## src/rtl/sprite_line_scheduler.sv

```systemverilog
// sprite_line_scheduler
// ---------------------
// Builds one scanline of sprite pixels ahead of display. On line_start_i the
// attribute table is scanned from the highest index down to 0; each sprite
// that covers the requested line is fetched pixel by pixel from the shared
// sprite ROM and its opaque pixels are written into the prefetch line buffer.
// Because lower indices are drawn later, sprite 0 ends up on top.
//
// Optional feature: define LINE_CLEAR_EN to zero the whole line buffer
// (H_ACTIVE single-cycle writes) before the attribute scan starts.
//
// Ports
//   clk_i          system clock
//   reset_i        synchronous, active-low reset
//   line_start_i   one-cycle pulse: start building line next_line_i
//   next_line_i    scanline being prefetched, sampled on line_start_i
//   attr_addr_o    attribute table read index
//   attr_data_i    {dim[31:25], id[24:20], y[19:10], x[9:0]}, valid one
//                  cycle after attr_addr_o
//   rom_req_o      ROM read request (held until rom_ack_i)
//   rom_id_o       sprite id selecting the ROM
//   rom_addr_o     ROM word address (row stride 32 words)
//   rom_ack_i      rom_data_i valid; completes the request
//   rom_data_i     RGB pixel, 24'h0 is transparent
//   lb_we_o        line buffer write strobe
//   lb_addr_o      line buffer pixel index
//   lb_data_o      line buffer write data
//   busy_o         high from line_start_i until the scan is done
//   overrun_o      sticky: line_start_i arrived while busy
//   state_o        current FSM state (debug)
//
// Handshake: rom_req_o/rom_id_o/rom_addr_o stay stable from the FETCH cycle
// through every WAIT cycle; the request completes in the first WAIT cycle
// that sees rom_ack_i=1. Only one request is ever outstanding, and an ack
// seen in any other state is ignored.

module sprite_line_scheduler #(
    parameter int NUM_SPRITES = 8,
    parameter int MAX_DIM     = 32,
    parameter int H_ACTIVE    = 640,
    localparam int AW         = (NUM_SPRITES > 1) ? $clog2(NUM_SPRITES) : 1
) (
    input  logic          clk_i,
    input  logic          reset_i,
    input  logic          line_start_i,
    input  logic [9:0]    next_line_i,
    output logic [AW-1:0] attr_addr_o,
    input  logic [31:0]   attr_data_i,
    output logic          rom_req_o,
    output logic [4:0]    rom_id_o,
    output logic [9:0]    rom_addr_o,
    input  logic          rom_ack_i,
    input  logic [23:0]   rom_data_i,
    output logic          lb_we_o,
    output logic [9:0]    lb_addr_o,
    output logic [23:0]   lb_data_o,
    output logic          busy_o,
    output logic          overrun_o,
    output logic [2:0]    state_o
);

    typedef enum logic [2:0] {
        S_IDLE  = 3'd0,
`ifdef LINE_CLEAR_EN
        S_CLEAR = 3'd1,
`endif
        S_ATTR  = 3'd2,
        S_CHECK = 3'd3,
        S_FETCH = 3'd4,
        S_WAIT  = 3'd5,
        S_WRITE = 3'd6,
        S_NEXT  = 3'd7
    } state_t;

    state_t         state_q, state_d;
    logic [9:0]     line_q, line_d;
    logic [AW-1:0]  idx_q, idx_d;
    logic [9:0]     x_q, x_d;
    logic [4:0]     id_q, id_d;
    logic [5:0]     dim_q, dim_d;
    logic [4:0]     row_q, row_d;
    logic [5:0]     col_q, col_d;
    logic [23:0]    pix_q, pix_d;
    logic           overrun_q, overrun_d;
`ifdef LINE_CLEAR_EN
    logic [9:0]     clr_q, clr_d;
`endif

    // Attribute fields, decoded straight from the table read port in CHECK.
    logic [6:0]     a_dim;
    logic [4:0]     a_id;
    logic [9:0]     a_y;
    logic [9:0]     a_x;
    logic [6:0]     a_d;
    logic [10:0]    y_ext;
    logic [10:0]    l_ext;
    logic [10:0]    y_end;
    logic           hit;

    // Pixel column bookkeeping.
    logic [10:0]    xcol;
    logic [10:0]    xcol_inc;
    logic [5:0]     col_inc;
    logic [9:0]     fetch_addr;

    assign a_dim = attr_data_i[31:25];
    assign a_id  = attr_data_i[24:20];
    assign a_y   = attr_data_i[19:10];
    assign a_x   = attr_data_i[9:0];

    // Oversized sprites are clipped to MAX_DIM (which must fit in 6 bits).
    assign a_d   = (a_dim > 7'(MAX_DIM)) ? 7'(MAX_DIM) : a_dim;

    // 11-bit compare so y + d never wraps past line 1023.
    assign y_ext = {1'b0, a_y};
    assign l_ext = {1'b0, line_q};
    assign y_end = y_ext + {4'b0000, a_d};
    assign hit   = (a_d != 7'd0) && (l_ext >= y_ext) && (l_ext < y_end);

    assign xcol     = {1'b0, x_q} + {5'b00000, col_q};
    assign xcol_inc = xcol + 11'd1;
    assign col_inc  = col_q + 6'd1;

    // Row stride is 32 words; the sum wraps at 10 bits by design.
    assign fetch_addr = {row_q, 5'b00000} + {4'b0000, col_q};

    always_comb begin
        state_d     = state_q;
        line_d      = line_q;
        idx_d       = idx_q;
        x_d         = x_q;
        id_d        = id_q;
        dim_d       = dim_q;
        row_d       = row_q;
        col_d       = col_q;
        pix_d       = pix_q;
        overrun_d   = overrun_q;
`ifdef LINE_CLEAR_EN
        clr_d       = clr_q;
`endif
        attr_addr_o = '0;
        rom_req_o   = 1'b0;
        rom_id_o    = 5'd0;
        rom_addr_o  = 10'd0;
        lb_we_o     = 1'b0;
        lb_addr_o   = 10'd0;
        lb_data_o   = 24'd0;

        case (state_q)
            S_IDLE: begin
            end

`ifdef LINE_CLEAR_EN
            S_CLEAR: begin
                lb_we_o   = 1'b1;
                lb_addr_o = clr_q;
                if (clr_q == 10'(H_ACTIVE - 1)) begin
                    state_d = S_ATTR;
                end else begin
                    clr_d = clr_q + 10'd1;
                end
            end
`endif

            S_ATTR: begin
                attr_addr_o = idx_q;
                state_d     = S_CHECK;
            end

            S_CHECK: begin
                x_d   = a_x;
                id_d  = a_id;
                dim_d = a_d[5:0];
                // L - y is below 32 on a hit, so the low 5 bits suffice.
                row_d = line_q[4:0] - a_y[4:0];
                col_d = 6'd0;
                state_d = hit ? S_FETCH : S_NEXT;
            end

            S_FETCH: begin
                rom_req_o  = 1'b1;
                rom_id_o   = id_q;
                rom_addr_o = fetch_addr;
                state_d    = S_WAIT;
            end

            S_WAIT: begin
                rom_req_o  = 1'b1;
                rom_id_o   = id_q;
                rom_addr_o = fetch_addr;
                if (rom_ack_i) begin
                    pix_d   = rom_data_i;
                    state_d = S_WRITE;
                end
            end

            S_WRITE: begin
                // Transparent and off-screen pixels are dropped silently.
                if ((pix_q != 24'd0) && (xcol < 11'(H_ACTIVE))) begin
                    lb_we_o   = 1'b1;
                    lb_addr_o = xcol[9:0];
                    lb_data_o = pix_q;
                end
                col_d = col_inc;
                if ((col_inc == dim_q) || (xcol_inc >= 11'(H_ACTIVE))) begin
                    state_d = S_NEXT;
                end else begin
                    state_d = S_FETCH;
                end
            end

            S_NEXT: begin
                if (idx_q == '0) begin
                    state_d = S_IDLE;
                end else begin
                    idx_d   = idx_q - AW'(1);
                    state_d = S_ATTR;
                end
            end

            default: begin
                state_d = S_IDLE;
            end
        endcase

        // A new line always wins, including over the final NEXT; any
        // outstanding ROM request is abandoned because WAIT is left.
        if (line_start_i) begin
            if (state_q != S_IDLE) begin
                overrun_d = 1'b1;
            end
            line_d = next_line_i;
            idx_d  = AW'(NUM_SPRITES - 1);
`ifdef LINE_CLEAR_EN
            clr_d   = 10'd0;
            state_d = S_CLEAR;
`else
            state_d = S_ATTR;
`endif
        end
    end

    always_ff @(posedge clk_i) begin
        if (!reset_i) begin
            state_q   <= S_IDLE;
            line_q    <= 10'd0;
            idx_q     <= '0;
            x_q       <= 10'd0;
            id_q      <= 5'd0;
            dim_q     <= 6'd0;
            row_q     <= 5'd0;
            col_q     <= 6'd0;
            pix_q     <= 24'd0;
            overrun_q <= 1'b0;
`ifdef LINE_CLEAR_EN
            clr_q     <= 10'd0;
`endif
        end else begin
            state_q   <= state_d;
            line_q    <= line_d;
            idx_q     <= idx_d;
            x_q       <= x_d;
            id_q      <= id_d;
            dim_q     <= dim_d;
            row_q     <= row_d;
            col_q     <= col_d;
            pix_q     <= pix_d;
            overrun_q <= overrun_d;
`ifdef LINE_CLEAR_EN
            clr_q     <= clr_d;
`endif
        end
    end

    assign busy_o    = (state_q != S_IDLE);
    assign overrun_o = overrun_q;
    assign state_o   = state_q;

endmodule

```

## config.mk

```make
export PLATFORM = sky130hd
export DESIGN_NAME = sprite_line_scheduler
export DESIGN_NICKNAME = d
export VERILOG_FILES = /design/src/rtl/sprite_line_scheduler.sv
export SDC_FILE = /design/constraint.sdc
export NUM_CORES = 1
export LEC_CHECK = 0
export ABC_AREA = 1
export BUFFER_PORTS_ARGS = -buffer_cell sky130_fd_sc_hd__buf_4
export CAP_MARGIN = 10
export CORE_MARGIN = 4
export CORE_UTILIZATION = 58
export CTS_CLUSTER_SIZE = 20
export DETAILED_ROUTE_END_ITERATION = 10
export GPL_ROUTABILITY_DRIVEN = 0
export PLACE_DENSITY = 0.95
export SLEW_MARGIN = 20
export SYNTH_ARGS = -nofsm -noshare
export SYNTH_HDL_FRONTEND = slang
export SYNTH_SLANG_ARGS = --single-unit
```

## constraint.sdc

```tcl
create_clock -name clk_i -period 8 [get_ports clk_i]
set_input_delay 0.8 -clock clk_i [delete_from_list [all_inputs] [get_ports clk_i]]
set_output_delay 0.8 -clock clk_i [all_outputs]
set_load 0.005 [all_outputs]
```

# == Word level (Yosys, flattened, before mapping) ==
# Cells that the tools add are included.
# word_totals
ff_bits,73
latch_bits,0
ram_bits,0
romBits,0
inputBits,70
output_inout_bits,59
n_memories,0
# classes
add_sub_neg,7
multipliers,0
div,0
n_lt_le_gt_ge,5
eq_ne,11
n_shift,0
n_mux,21
bitwise_logic,2
n_reduce_logical,18
# op_table
op,n
$mux W24,2
$mux W10,3
$reduce_bool A24 Y1,1
$pmux W3 S7,1
$mux W3,5
$eq A3 B3 Y1 const B,4
$pmux W6 S2,1
$add A10 B6 Y11,1
$add A10 B7 Y11,1
$add A11 B1 Y11 const B,1
$ge A11 B10 Y1 const B,1
$lt A10 B11 Y1,1
$lt A11 B10 Y1 const B,1
$add A10 B6 Y10,1
$ge A10 B10 Y1,1
$reduce_and A2 Y1,5
$mux W2,4
$gt A7 B6 Y1 const B,1
$mux W7,1
$reduce_bool A7 Y1,1
$add A6 B1 Y6 const B,1
$eq A3 B2 Y1 const B,2
$eq A6 B6 Y1,1
$logic_not A3 Y1,2
other kinds (12),21

# == Depth between registers and ports, before layout ==
# Gate-level depths: netlist (run 1).
# logic_depth
depth_word,8
ltp_mapped,26
depth_no_buf,26

# == Worst setup path after synthesis (run 1) ==
# Ideal clock, no wire load.
# synth_timing
path_kind,input to register
start,input attr_data_i[27]
end,"register state_q[0], in the netlist state_o[0]"
setup_time_ns,0.117
t_arrival_ns,3.294
t_required_ns,7.883
slack_ns,4.589
path_stages,26
n_path_buf,0
cell_sequence,inv_1 -> nand4_1 -> nand2_1 -> nand2_1 -> inv_1 -> ha_1 -> fa_1 -> nand3_1 -> nor2_1 -> nor3_1 -> xor2_1 -> ha_1 -> nand2_1 -> inv_1 -> a21oi_1 -> nand2_1 -> nand2_1 -> nand2_1 -> nand2_1 -> nand2_1 -> nand2_1 -> nand2_1 -> a21oi_1 -> nand2_1 -> nor2_1 -> a21oi_1
# synth_via
elab_chain_cells,7
# synth_rtl
item,line_no,text
start: declaration,48,"input logic [31:0] attr_data_i,"
$gt A7 B6 Y1 (*),112,assign a_d = (a_dim > 7'(MAX_DIM)) ? 7'(MAX_DIM) : a_dim;
$mux W7 (*),112,
named net a_d[0],94,logic [6:0] a_d;
$add A10 B7 Y11 / $reduce_bool A7 Y1 (equally long branches),"117, 118",
$lt A10 B11 Y1 / $logic_and A1 B1 Y1 (equally long branches),118,assign hit = (a_d != 7'd0) && (l_ext >= y_ext) && (l_ext < y_end);
$logic_and A1 B1 Y1 (*),118,
$mux W2 (*),177,state_d = hit ? S_FETCH : S_NEXT;
$pmux W3 S7 (*),149,case (state_q)
end signal: assignment,259,state_q <= state_d;
end: declaration,75,"state_t state_q, state_d;"
# The timed path passes the listed nets; every way through them passes the cells marked *.
# A chain may end at the register's enable or synchronous reset.

# == Final worst setup path (run 1) ==
# layout_timing
start,register col_q[0]
end,output lb_addr_o[8]
# layout_via
elab_chain_cells,5
# layout_rtl
item,line_no,text
start: declaration,82,"logic [5:0] col_q, col_d;"
start signal: assignment,266,col_q <= col_d;
$add A10 B6 Y11 (*),120,"assign xcol = {1'b0, x_q} + {5'b00000, col_q};"
$lt A11 B10 Y1,199,if ((pix_q != 24'd0) && (xcol < 11'(H_ACTIVE))) begin
$logic_and A1 B1 Y1,199,
$mux W10 (*),199,
$mux W10 (*),149,
end: declaration,55,"output logic [9:0] lb_addr_o,"
# Mark *: on every way between the ends. The rest lies on a longest branch, timed or not.

==> flow_summary.toml, run 1 <==
[sta]
setup-violations-final = 0
holdWs_ns = 0.4569
slew_viol_final = 0
worstMarginPinSlew_ns = 0.9442
timing.fmax_mhz = 246.0
hold_viol_final = 0
fin_crit_sh_pct = 50.81
slew_headroom_pct = 36.98
setup-tns-final_ns = 0
rsz0062_at_grt = "no"
period_minus_slack_ns = 4.065
fin_skew_ns = 0.01037

[synth]
syn_inst = 699
syn-mean-instance-area_sq_um = 6.797
synth_nets = 809
yosysTopAreaCell = "dfxtp_1"
synth_top_area_share_pct = 30.76
netlist_area_sq_um = 4751
synthArstFlopShare_pct = 0
synthFlopType = "dfxtp_1"
yosys_warnings = 0
yosysMostFrequentCell = "nand2_1"
synth_top_cells_by_count = "nand2_1 (116), inv_1 (110), nor2_1 (84)"
yosysUniqueCellTypes = 37
ys_seq_area_share_pct = 30.76
synth_edf_count = 0
synth_seq_cells = 73
synth_area_leaders = "dfxtp_1 (31%), ha_1 (9.7%), nand2_1 (9.2%)"

[clock_tree]
numCtsBuffers = 9
cts_htree_levels = 3
insertion_delay_ns = 0.35
numClockSinks = 73
path_clk_slew_ns = 0.08
post_cts_buffers = 0
cts_root_buf = "clkbuf_8"
cts_resized = 0
ctsLongestPathBuffers = 2
cts_hold_buf = 0
cts_tree = "yes"

[detailed_routing]
finalWirelength_um = 13530
antenna_left = 0
drt-initial-drc-count = 299
drt-vias-per-instance = 5.501
drc = 0
drt_first_pass_iters = 7
routed-via-count = 5066
wl_per_cell_um = 14.69

[power]
p_sw_share_pct = 25.16
switching_power_w = 0.0002122
p_per_area_nw_per_um2 = 141.3
p_leak_nw = 2.838
internal-power_w = 0.0006311
combPwrFrac_pct = 14.8
total_power_w = 0.0008432
ir_drop_mv = 0.1306
power.share.sequential_pct = 44.5
clock_power_share_pct = 40.6

[place]
port_buffers = 128
dp.final_hpwl_um = 10210
dp_cells = 907

[worst_setup_path]
crit_type = "flip-flop to output pin"
worstPathMaxFanout = 34
cp-start-kind = "flip-flop"
arrival_ns = 3.27
required_ns = 7.20
endpoint_kind = "output pin"

[final_layout]
nets = 926
drive_gt1_share_pct = 22.83
n_antenna_cell = 0
synthToLayoutAreaGrowth_pct = 25.63
fin_cells = 921
fillers = 601

[floorplanning]
row_count = 32
initial_core_util_pct = 60.54
die_area_sq_um = 9703
die_x_um = 98.51
io_pins = 129
core_area_sq_um = 7848
die-height_um = 98.51

[global_routing]
grtUsageMet1_pct = 32.73
met2_usage_pct = 48.15
grt_use_met3_pct = 5.096
grt_max_degree = 59
overflow = 0
grt_pass1_vias = 4869
busiest_layer = "met2"
grt_pass1_wl_um = 22090
track_usage_pct = 27.51
antenna_found_initial = 0

[min_path]
min_path_type = "flip-flop to flip-flop"

[run]
max_cap_violations = 0

[run_status]
status = "complete, no violations"
[per-stage QoR]
| step | cell area, sq um | util [%] | setup slack [ns] |
|---|---|---|---|
| detailed placement | 5736 | 73.09 | 3.955 |
| CTS | 5966 | 76.02 | 3.931 |
| global placement | 5736 | 73.09 | 4.324 |
| global route | 5968 | 76.05 | 3.647 |
| finish | 5968 | 76.05 | 3.935 |
| floorplan | 4751 | - | 4.589 |
[power groups by stage]
stage               clock (W)  sequential, W  combinational [W]
finish               0.000343       0.000376           0.000125
global route         0.000362       0.000376           0.000139
CTS                  0.000344       0.000375           0.000122
detailed placement          0       0.000384           0.000120
global placement            0       0.000383           0.000113
floorplan                   0       0.000382          0.0000703
[state kept, by name (all words and copies together), names as in the netlist]
signal,cells
state_o,3
idx_q,3
dim_q,6
pix_q,24
x_q,10
overrun_o,1
row_q,5
id_q,5
col_q,6
line_q,10
[kinds of logic (layout without fill, tap and decap cells)]
logic type,count (synthesis),after routing,synth area share [%]
xor+xnor,21,21,4.319
fa+ha+maj,40,40,11.01
compound gates,144,144,15.67
simple gates,286,286,27.05
buf+inv,134,254,11.11
other cells,1,1,0.07893
flops,73,73,30.76
[area by class of cell]
| class | instances | area [sq um] | area share, % |
|---|---|---|---|
| clock buffer | 9 | 123.9 | 2.075 |
| inverter | 111 | 416.7 | 6.981 |
| clock inverter | 5 | 106.4 | 1.782 |
| sequential | 73 | 1461 | 24.49 |
| tap | 102 | 127.6 | 2.138 |
| timing repair buffer | 129 | 968.4 | 16.23 |
| multi-input combinational | 492 | 2764 | 46.31 |
[path summary, 6_finish.rpt]
kind	from	endpoint	slack, ns	depth (start not counted)
worst max-delay path	col_q[0]	lb_addr_o[8]	3.93	13
worst min-delay path	id_q[2]	id_q[2]	0.46	2
worst max register to register	col_q[0]	state_o[1]	5.60	16
worst min register to register	id_q[2]	id_q[2]	0.46	2
[layer usage]
| metal | vias to the layer above | wire (um) |
|---|---|---|
| li1 | 2464 | - |
| met1 | 2292 | 5119 |
| met2 | 247 | 6710 |
| met3 | 63 | 1132 |
| met4 | 0 | 568 |
| met5 | - | 0 |
[cells in the final DEF, fill, tap and decap left out, types with 2 or more instances in the layout]
master | Yosys | routed
xor2_1 | 14 | 14
nor3_2 | 2 | 2
nand3_1 | 26 | 26
clkbuf_8 | 0 | 9
xnor2_1 | 5 | 5
nor2_1 | 84 | 84
nor3_1 | 4 | 4
o21ai_0 | 62 | 62
fa_1 | 3 | 3
nand2_2 | 1 | 2
nand4_1 | 11 | 11
o21bai_1 | 2 | 2
a21oi_1 | 74 | 74
bufinv_16 | 0 | 3
nand2_1 | 116 | 115
a31oi_1 | 2 | 2
ha_1 | 37 | 37
buf_4 | 0 | 129
nor2_2 | 32 | 32
inv_1 | 110 | 110
nand3b_1 | 2 | 2
nor4_1 | 3 | 3
dfxtp_1 | 73 | 73
[worst max-delay path, stage by stage, from the launching register on]
cell	delay (ns)
dfxtp_1	0.40
ha_1	0.27
fa_1	0.43
nand3_1	0.14
nand2_1	0.08
nand2_1	0.09
nand2_1	0.06
nand2_1	0.07
nand2_1	0.07
nor2_2	0.12
nand3b_2	0.14
nand4_4	0.54
a21oi_1	0.35
buf_4	0.15
Power figures use the tool's default switching activity.
==> run 2, diff against run 1 <==
--- a/config.mk
+++ b/config.mk
@@ -5,15 +5,15 @@
 export SDC_FILE = /design/constraint.sdc
 export NUM_CORES = 1
 export LEC_CHECK = 0
-export ABC_AREA = 1
+export ABC_AREA = 0
 export BUFFER_PORTS_ARGS = -buffer_cell sky130_fd_sc_hd__buf_4
 export CAP_MARGIN = 10
 export CORE_MARGIN = 4
-export CORE_UTILIZATION = 58
+export CORE_UTILIZATION = 48
 export CTS_CLUSTER_SIZE = 20
 export DETAILED_ROUTE_END_ITERATION = 10
 export GPL_ROUTABILITY_DRIVEN = 0
-export PLACE_DENSITY = 0.95
+export PLACE_DENSITY = 0.86
 export SLEW_MARGIN = 20
 export SYNTH_ARGS = -nofsm -noshare
 export SYNTH_HDL_FRONTEND = slang
==> constraint.sdc (replaced) <==
create_clock -name clk_i -period 3.5 [get_ports clk_i]
set_input_delay 0.35 -clock clk_i [delete_from_list [all_inputs] [get_ports clk_i]]
set_output_delay 0.35 -clock clk_i [all_outputs]
set_load 0.005 [all_outputs]
==> run 2 against run 1 <==
  * Count of clock-buffer cells in the layout increased by 1
  * Final cell count shrank 9.0%
  * Wire length shrank 10%
  * Non-clock buffer count grew 13
  * Power grew 110%
  * Critical path depth is 2 lower
  * Sequential power up 130%
  * Sequential share of layout area fell by 0.12 points
  * Via count shrank 12%
  * Setup slack got worse by 3.8 ns
  * Critical endpoint is now lb_data_o[2]
==> flow_summary.toml, run 2 <==
[run_status]
status = "complete, no violations"

[synth]
synth_area_leaders = "dfxtp_1 (31%), ha_1 (9.9%), nand2_1 (8.9%)"
yosys_warnings = 0
yosysTopAreaCell = "dfxtp_1"
netlist_area_sq_um = 4672
synthArstFlopShare_pct = 0
synth_nets = 690
syn_inst = 580
synth_top_area_share_pct = 31.28
synth_edf_count = 0
synth_top_cells_by_count = "nand2_1 (111), dfxtp_1 (73), a21boi_0 (51)"
synthFlopType = "dfxtp_1"
yosysMostFrequentCell = "nand2_1"
syn-mean-instance-area_sq_um = 8.055
ys_seq_area_share_pct = 31.28
synth_seq_cells = 73
yosysUniqueCellTypes = 49

[detailed_routing]
maxUsedRoutingLayer = "met4"
drt_first_pass_iters = 4
drt-met1-wl_um = 5209
drc = 0
drt-initial-drc-count = 144
antenna_left = 0
wl_met2_um = 5901
finalWirelength_um = 12180
drt-vias-per-instance = 5.295
wl_per_cell_um = 14.53
routed-via-count = 4437
wl_met3_um = 735

[global_routing]
grt_pass1_wl_um = 20160
overflow = 0
antenna_found_initial = 0
grt_max_degree = 74
track_usage_pct = 21.52
grt_pass1_vias = 4509

[sta]
period_minus_slack_ns = 3.355
worstMarginPinSlew_ns = 0.9158
fin_crit_sh_pct = 95.87
slew_headroom_pct = 38.78
slew_viol_final = 0
fin_skew_ns = 0.01020
timing.fmax_mhz = 298.0
holdWs_ns = 0.2470
hold_viol_final = 0
setup-violations-final = 0
setup-tns-final_ns = 0

[floorplanning]
row_count = 35
io_pins = 129
core_area_sq_um = 9371
die_x_um = 106.7
die_area_sq_um = 11380
die-height_um = 106.7
initial_core_util_pct = 49.85

[power]
clock_power_share_pct = 38.0
internal-power_w = 0.001337
combPwrFrac_pct = 14.3
switching_power_w = 0.0004621
power.share.sequential_pct = 47.7
p_leak_nw = 2.734
p_per_area_nw_per_um2 = 299.4
ir_drop_mv = 0.2167
p_sw_share_pct = 25.68
total_power_w = 0.001799

[worst_setup_path]
slowest_delay_ns = 0.48
endpoint_kind = "output pin"
crit_type = "flip-flop to output pin"
arrival_ns = 3.01
slowest_stage = "a2111o_2"
worstPathMaxFanout = 29
cp_num_buf_inv = 2
worstPathCellList = "ha_2, fa_2, a211oi_2, o21bai_1, a21oi_2, or3_1, a21oi_1, a2111o_2, inv_8, and2_1, buf_4"
required_ns = 3.15
cpLargestDelayFamily = "compound AO/OA/AOI/OAI gates"
cp-start-kind = "flip-flop"

[min_path]
min_path_type = "input pin to flip-flop"

[clock_tree]
path_clk_slew_ns = 0.08
cts_root_buf = "clkbuf_8"
numCtsBuffers = 9
numClockSinks = 73
cts_tree = "yes"
cts_htree_levels = 3
insertion_delay_ns = 0.35
ctsLongestPathBuffers = 2

[final_layout]
nets = 814
final_common_cell = "buf_4"
synthToLayoutAreaGrowth_pct = 28.60
reg_top3 = "pix_q: 24 flops, line_q: 10 flops, x_q: 10 flops"
drive_gt1_share_pct = 24.26
fin_cells = 838
largest_register_ff_count = 24
n_antenna_cell = 0
layout_common_cells = "buf_4 (142), nand2_1 (111), dfxtp_1 (71), a21boi_0 (51), and2_1 (47)"
top_register = "pix_q"

[place]
dp_cells = 819
dp.final_hpwl_um = 9350
port_buffers = 128

[run]
max_cap_violations = 0
## run 2: cell types whose count changed after synthesis, sizes merged, moves of 14 or more
cell	previous run	this run
inv	111	23
nor2b	0	19
a21boi	0	52
nor2	116	20
xnor2	5	19
and2	0	47
nand3	27	12
o21ai	62	15
a21oi	75	22
## run 2: per-stage QoR
stage / area (sq um) / setup WS, ns / utilization [%]
detailed placement: 5753 / -0.2499 / 61.39
global placement: 5753 / -0.09360 / 61.39
finish: 6008 / 0.1447 / 64.11
CTS: 5979 / 0.06008 / 63.81
global route: 6008 / -0.007714 / 64.11
floorplan: 4672 / 0.01392 / -
## run 2: path summary, 6_finish.rpt
| path | depth (start not counted) | slack, ns | endpoint | startpoint |
|---|---|---|---|---|
| max | 11 | 0.14 | lb_data_o[2] | col_q[0] |
| min | 3 | 0.25 | pix_q[12] | rom_data_i[12] |
| max reg2reg | 10 | 0.81 | state_o[0] | col_q[0] |
| min reg2reg | 2 | 0.46 | id_q[2] | id_q[2] |
## run 2: layout make-up
| type | count | area [sq um] |
|---|---|---|
| Inverter | 23 | 93.84 |
| Sequential cell | 73 | 1464 |
| Clock buffer | 10 | 137.6 |
| Tap cell | 129 | 161.4 |
| Timing Repair Buffer | 142 | 1066 |
| Fill cell | 810 | 3363 |
| Clock inverter | 6 | 65.06 |
| Multi-Input combinational cell | 455 | 3020 |
## run 2: kinds of logic (layout without fill, tap and decap cells)
family / after synthesis / after routing / synth area share (%)
flip-flops: 73 / 73 / 31.28
other: 1 / 1 / 0.08027
AO/OA/AOI/OAI: 128 / 128 / 19.34
buffers and inverters: 52 / 181 / 4.553
AND/OR/NAND/NOR: 243 / 243 / 25.07
adder cells (fa/ha/maj): 40 / 40 / 11.19
XOR/XNOR: 33 / 33 / 6.347
multiplexers: 10 / 10 / 2.143
## run 2: timing repair
action	in CTS	in global routing
cloned	0	0
buffers inserted	1	2
hold buffers	0	0
pin swaps	1	2
gates resized for setup	6	6
setup endpoints to repair	29	35
## run 2: layer usage
| metal | track usage [%] | vias to the layer above |
|---|---|---|
| met2 | 36.42 | 137 |
| met4 | 10.23 | 0 |
| met3 | 3.793 | 28 |
| met1 | 26.48 | 2057 |
| met5 | 0 | - |
| li1 | - | 2215 |
## run 2: power by group through the flow
stage	sequential [W]	clock, W	combinational, W
after floorplan	0.000871	0	0.000145
after global placement	0.000877	0	0.000243
after detailed placement	0.000877	0	0.000255
after CTS	0.000858	0.000701	0.000256
after global routing	0.000860	0.000741	0.000287
final	0.000858	0.000683	0.000258
## run 2: tightest hold or removal path, delay by kind of cell
kind / cells / cell delay [ns]
buffers and inverters: 1 / 0.11
and+or+nand+nor: 1 / 0.04
AOI/OAI and AO/OA: 1 / 0.06
==> run 3, diff against run 2 <==
--- a/config.mk
+++ b/config.mk
@@ -14,6 +14,7 @@
 export DETAILED_ROUTE_END_ITERATION = 10
 export GPL_ROUTABILITY_DRIVEN = 0
 export PLACE_DENSITY = 0.86
+export RECOVER_POWER = 50
 export SLEW_MARGIN = 20
 export SYNTH_ARGS = -nofsm -noshare
 export SYNTH_HDL_FRONTEND = slang
==> run 3 against run 2 <==
  * The run now ends with capacitance limit, slew limit left
  * Via count shrank 0.11%
  * Cell area shrank 0.25%
  * Non-clock buffer count is the same
  * Sequential power is essentially flat
  * Critical endpoint unchanged
  * Largest cell class unchanged
==> flow_summary.toml, run 3 (same netlist as run 2, synthesis figures left out) <==
[sta]
timing.fmax_mhz = 298.3
fin_crit_sh_pct = 95.77
period_minus_slack_ns = 3.352
fin_skew_ns = 0.009740
holdWs_ns = 0.2498
slew_headroom_pct = -69.78
setup-tns-final_ns = 0
setup-violations-final = 0
worstMarginPinSlew_ns = 2.547
hold_viol_final = 0
fin_ws_ns = 0.1481
slew_viol_final = 74

[detailed_routing]
wl_per_cell_um = 14.55
drc = 0
antenna_left = 0
routed-via-count = 4432
drt_first_pass_iters = 5
finalWirelength_um = 12190
drt-initial-drc-count = 170
drt-vias-per-instance = 5.289

[worst_setup_path]
required_ns = 3.15
worstPathMaxFanout = 29
cp-start-kind = "flip-flop"
worstPathCellList = "ha_2, fa_2, a211oi_2, o21bai_1, a21oi_2, or3_1, a21oi_1, a2111o_2, inv_8, and2_1, buf_4"
cpLargestDelayFamily = "compound AO/OA/AOI/OAI gates"
r2r_end = "state_o[0]"
arrival_ns = 3.00
r2r-start = "col_q[0]"
cp_num_buf_inv = 2
r2r_slack_ns = 0.81
slowest_stage = "a2111o_2"
crit_type = "flip-flop to output pin"
worstRegToRegCells = 10
slowest_delay_ns = 0.48
endpoint_kind = "output pin"

[clock_tree]
insertion_delay_ns = 0.35
cts_root_buf = "clkbuf_8"
numClockSinks = 73
path_clk_slew_ns = 0.08
cts_tree = "yes"
cts_htree_levels = 3
cts_hold_buf = 0
numCtsBuffers = 9
ctsLongestPathBuffers = 2

[run_status]
violations = "capacitance limit, slew limit"
status = "complete, but fails checks"

[final_layout]
top_register = "pix_q"
final_common_cell = "buf_4"
seqCellArea_sq_um = 1464
largest_register_ff_count = 24
nets = 814
layout_common_cells = "buf_4 (128), nand2_1 (111), dfxtp_1 (71), a21boi_0 (51), and2_1 (44)"
drive_gt1_share_pct = 23.70
fin_cells = 838
synthToLayoutAreaGrowth_pct = 28.28
multiInputGateArea_sq_um = 3020
fillers = 811
reg_top3 = "pix_q: 24 flops, line_q: 10 flops, x_q: 10 flops"
n_antenna_cell = 0

[global_routing]
grt_max_degree = 74
grt_pass1_wl_um = 20160
antenna_found_initial = 0
overflow = 0
track_usage_pct = 21.52
grt_pass1_vias = 4509

[min_path]
hp-start = "rom_data_i[12]"
hold_path_end = "pix_q[12]"
min_path_type = "input pin to flip-flop"
hold_depth = 3

[floorplanning]
die-height_um = 106.7
die_area_sq_um = 11380
initial_core_util_pct = 49.85
core_area_sq_um = 9371
row_count = 35
io_pins = 129
die_x_um = 106.7

[place]
dp.final_hpwl_um = 9350
port_buffers = 128
pre_cts_ws_ns = -0.2499
dp_cells = 819

[power]
p_leak_nw = 2.709
p_per_area_nw_per_um2 = 300.2
total_power_w = 0.001799
ir_drop_mv = 0.2169

[run]
max_cap_violations = 1
==> run 3: cell type report <==
type                            count  area share [%]
Multi-Input combinational cell    455           50.40
Sequential cell                    73           24.43
Timing Repair Buffer              142           17.54
Tap cell                          129           2.693
Clock buffer                       10           2.296
Inverter                           23           1.566
Clock inverter                      6           1.086
==> run 3: what timing repair did <==
| action | 4_1_cts | 5_1_grt |
|---|---|---|
| endpoints found under the setup margin | 29 | 35 |
| buffers inserted | 1 | 2 |
| gates resized for setup | 6 | 6 |
| pin swaps | 1 | 2 |
==> run 3: power by group <==
part | leakage [nW] | switching (W) | internal (W)
sequential | 0.592 | 0.0000148 | 0.000843
combinational | 2.01 | 0.000114 | 0.000145
clock | 0.103 | 0.000332 | 0.000350
total | 2.71 | 0.000461 | 0.00134
==> run 3: stage by stage <==
| stage | util (%) | area [sq um] |
|---|---|---|
| floorplan | - | 4672 |
| global placement | 61.39 | 5753 |
| detailed placement | 61.39 | 5753 |
| CTS | 63.81 | 5979 |
| global route | 63.95 | 5993 |
| finish | 63.95 | 5993 |
==> run 3: worst max-delay path by stage <==
stage	endpoint	cells after the start	from
floorplan	state_o[1]	17	attr_data_i[30]
global placement	state_o[1]	17	attr_data_i[30]
detailed placement	state_o[1]	17	attr_data_i[30]
CTS	lb_data_o[2]	11	col_q[0]
global route	lb_addr_o[3]	11	col_q[0]
finish	lb_data_o[2]	11	col_q[0]
==> run 3: worst min-delay path, cell delays in order <==
cell	delay (ns)
buf_4	0.11
nand2_1	0.04
a21boi_0	0.06
==> run 3: per-layer routing <==
layer / track usage (%) / vias up / part of all wire, %
met5: 0 / - / 0
met4: 10.23 / 0 / 2.6
met3: 3.793 / 27 / 6.2
met2: 36.42 / 138 / 49
met1: 26.48 / 2053 / 43
li1: - / 2214 / -
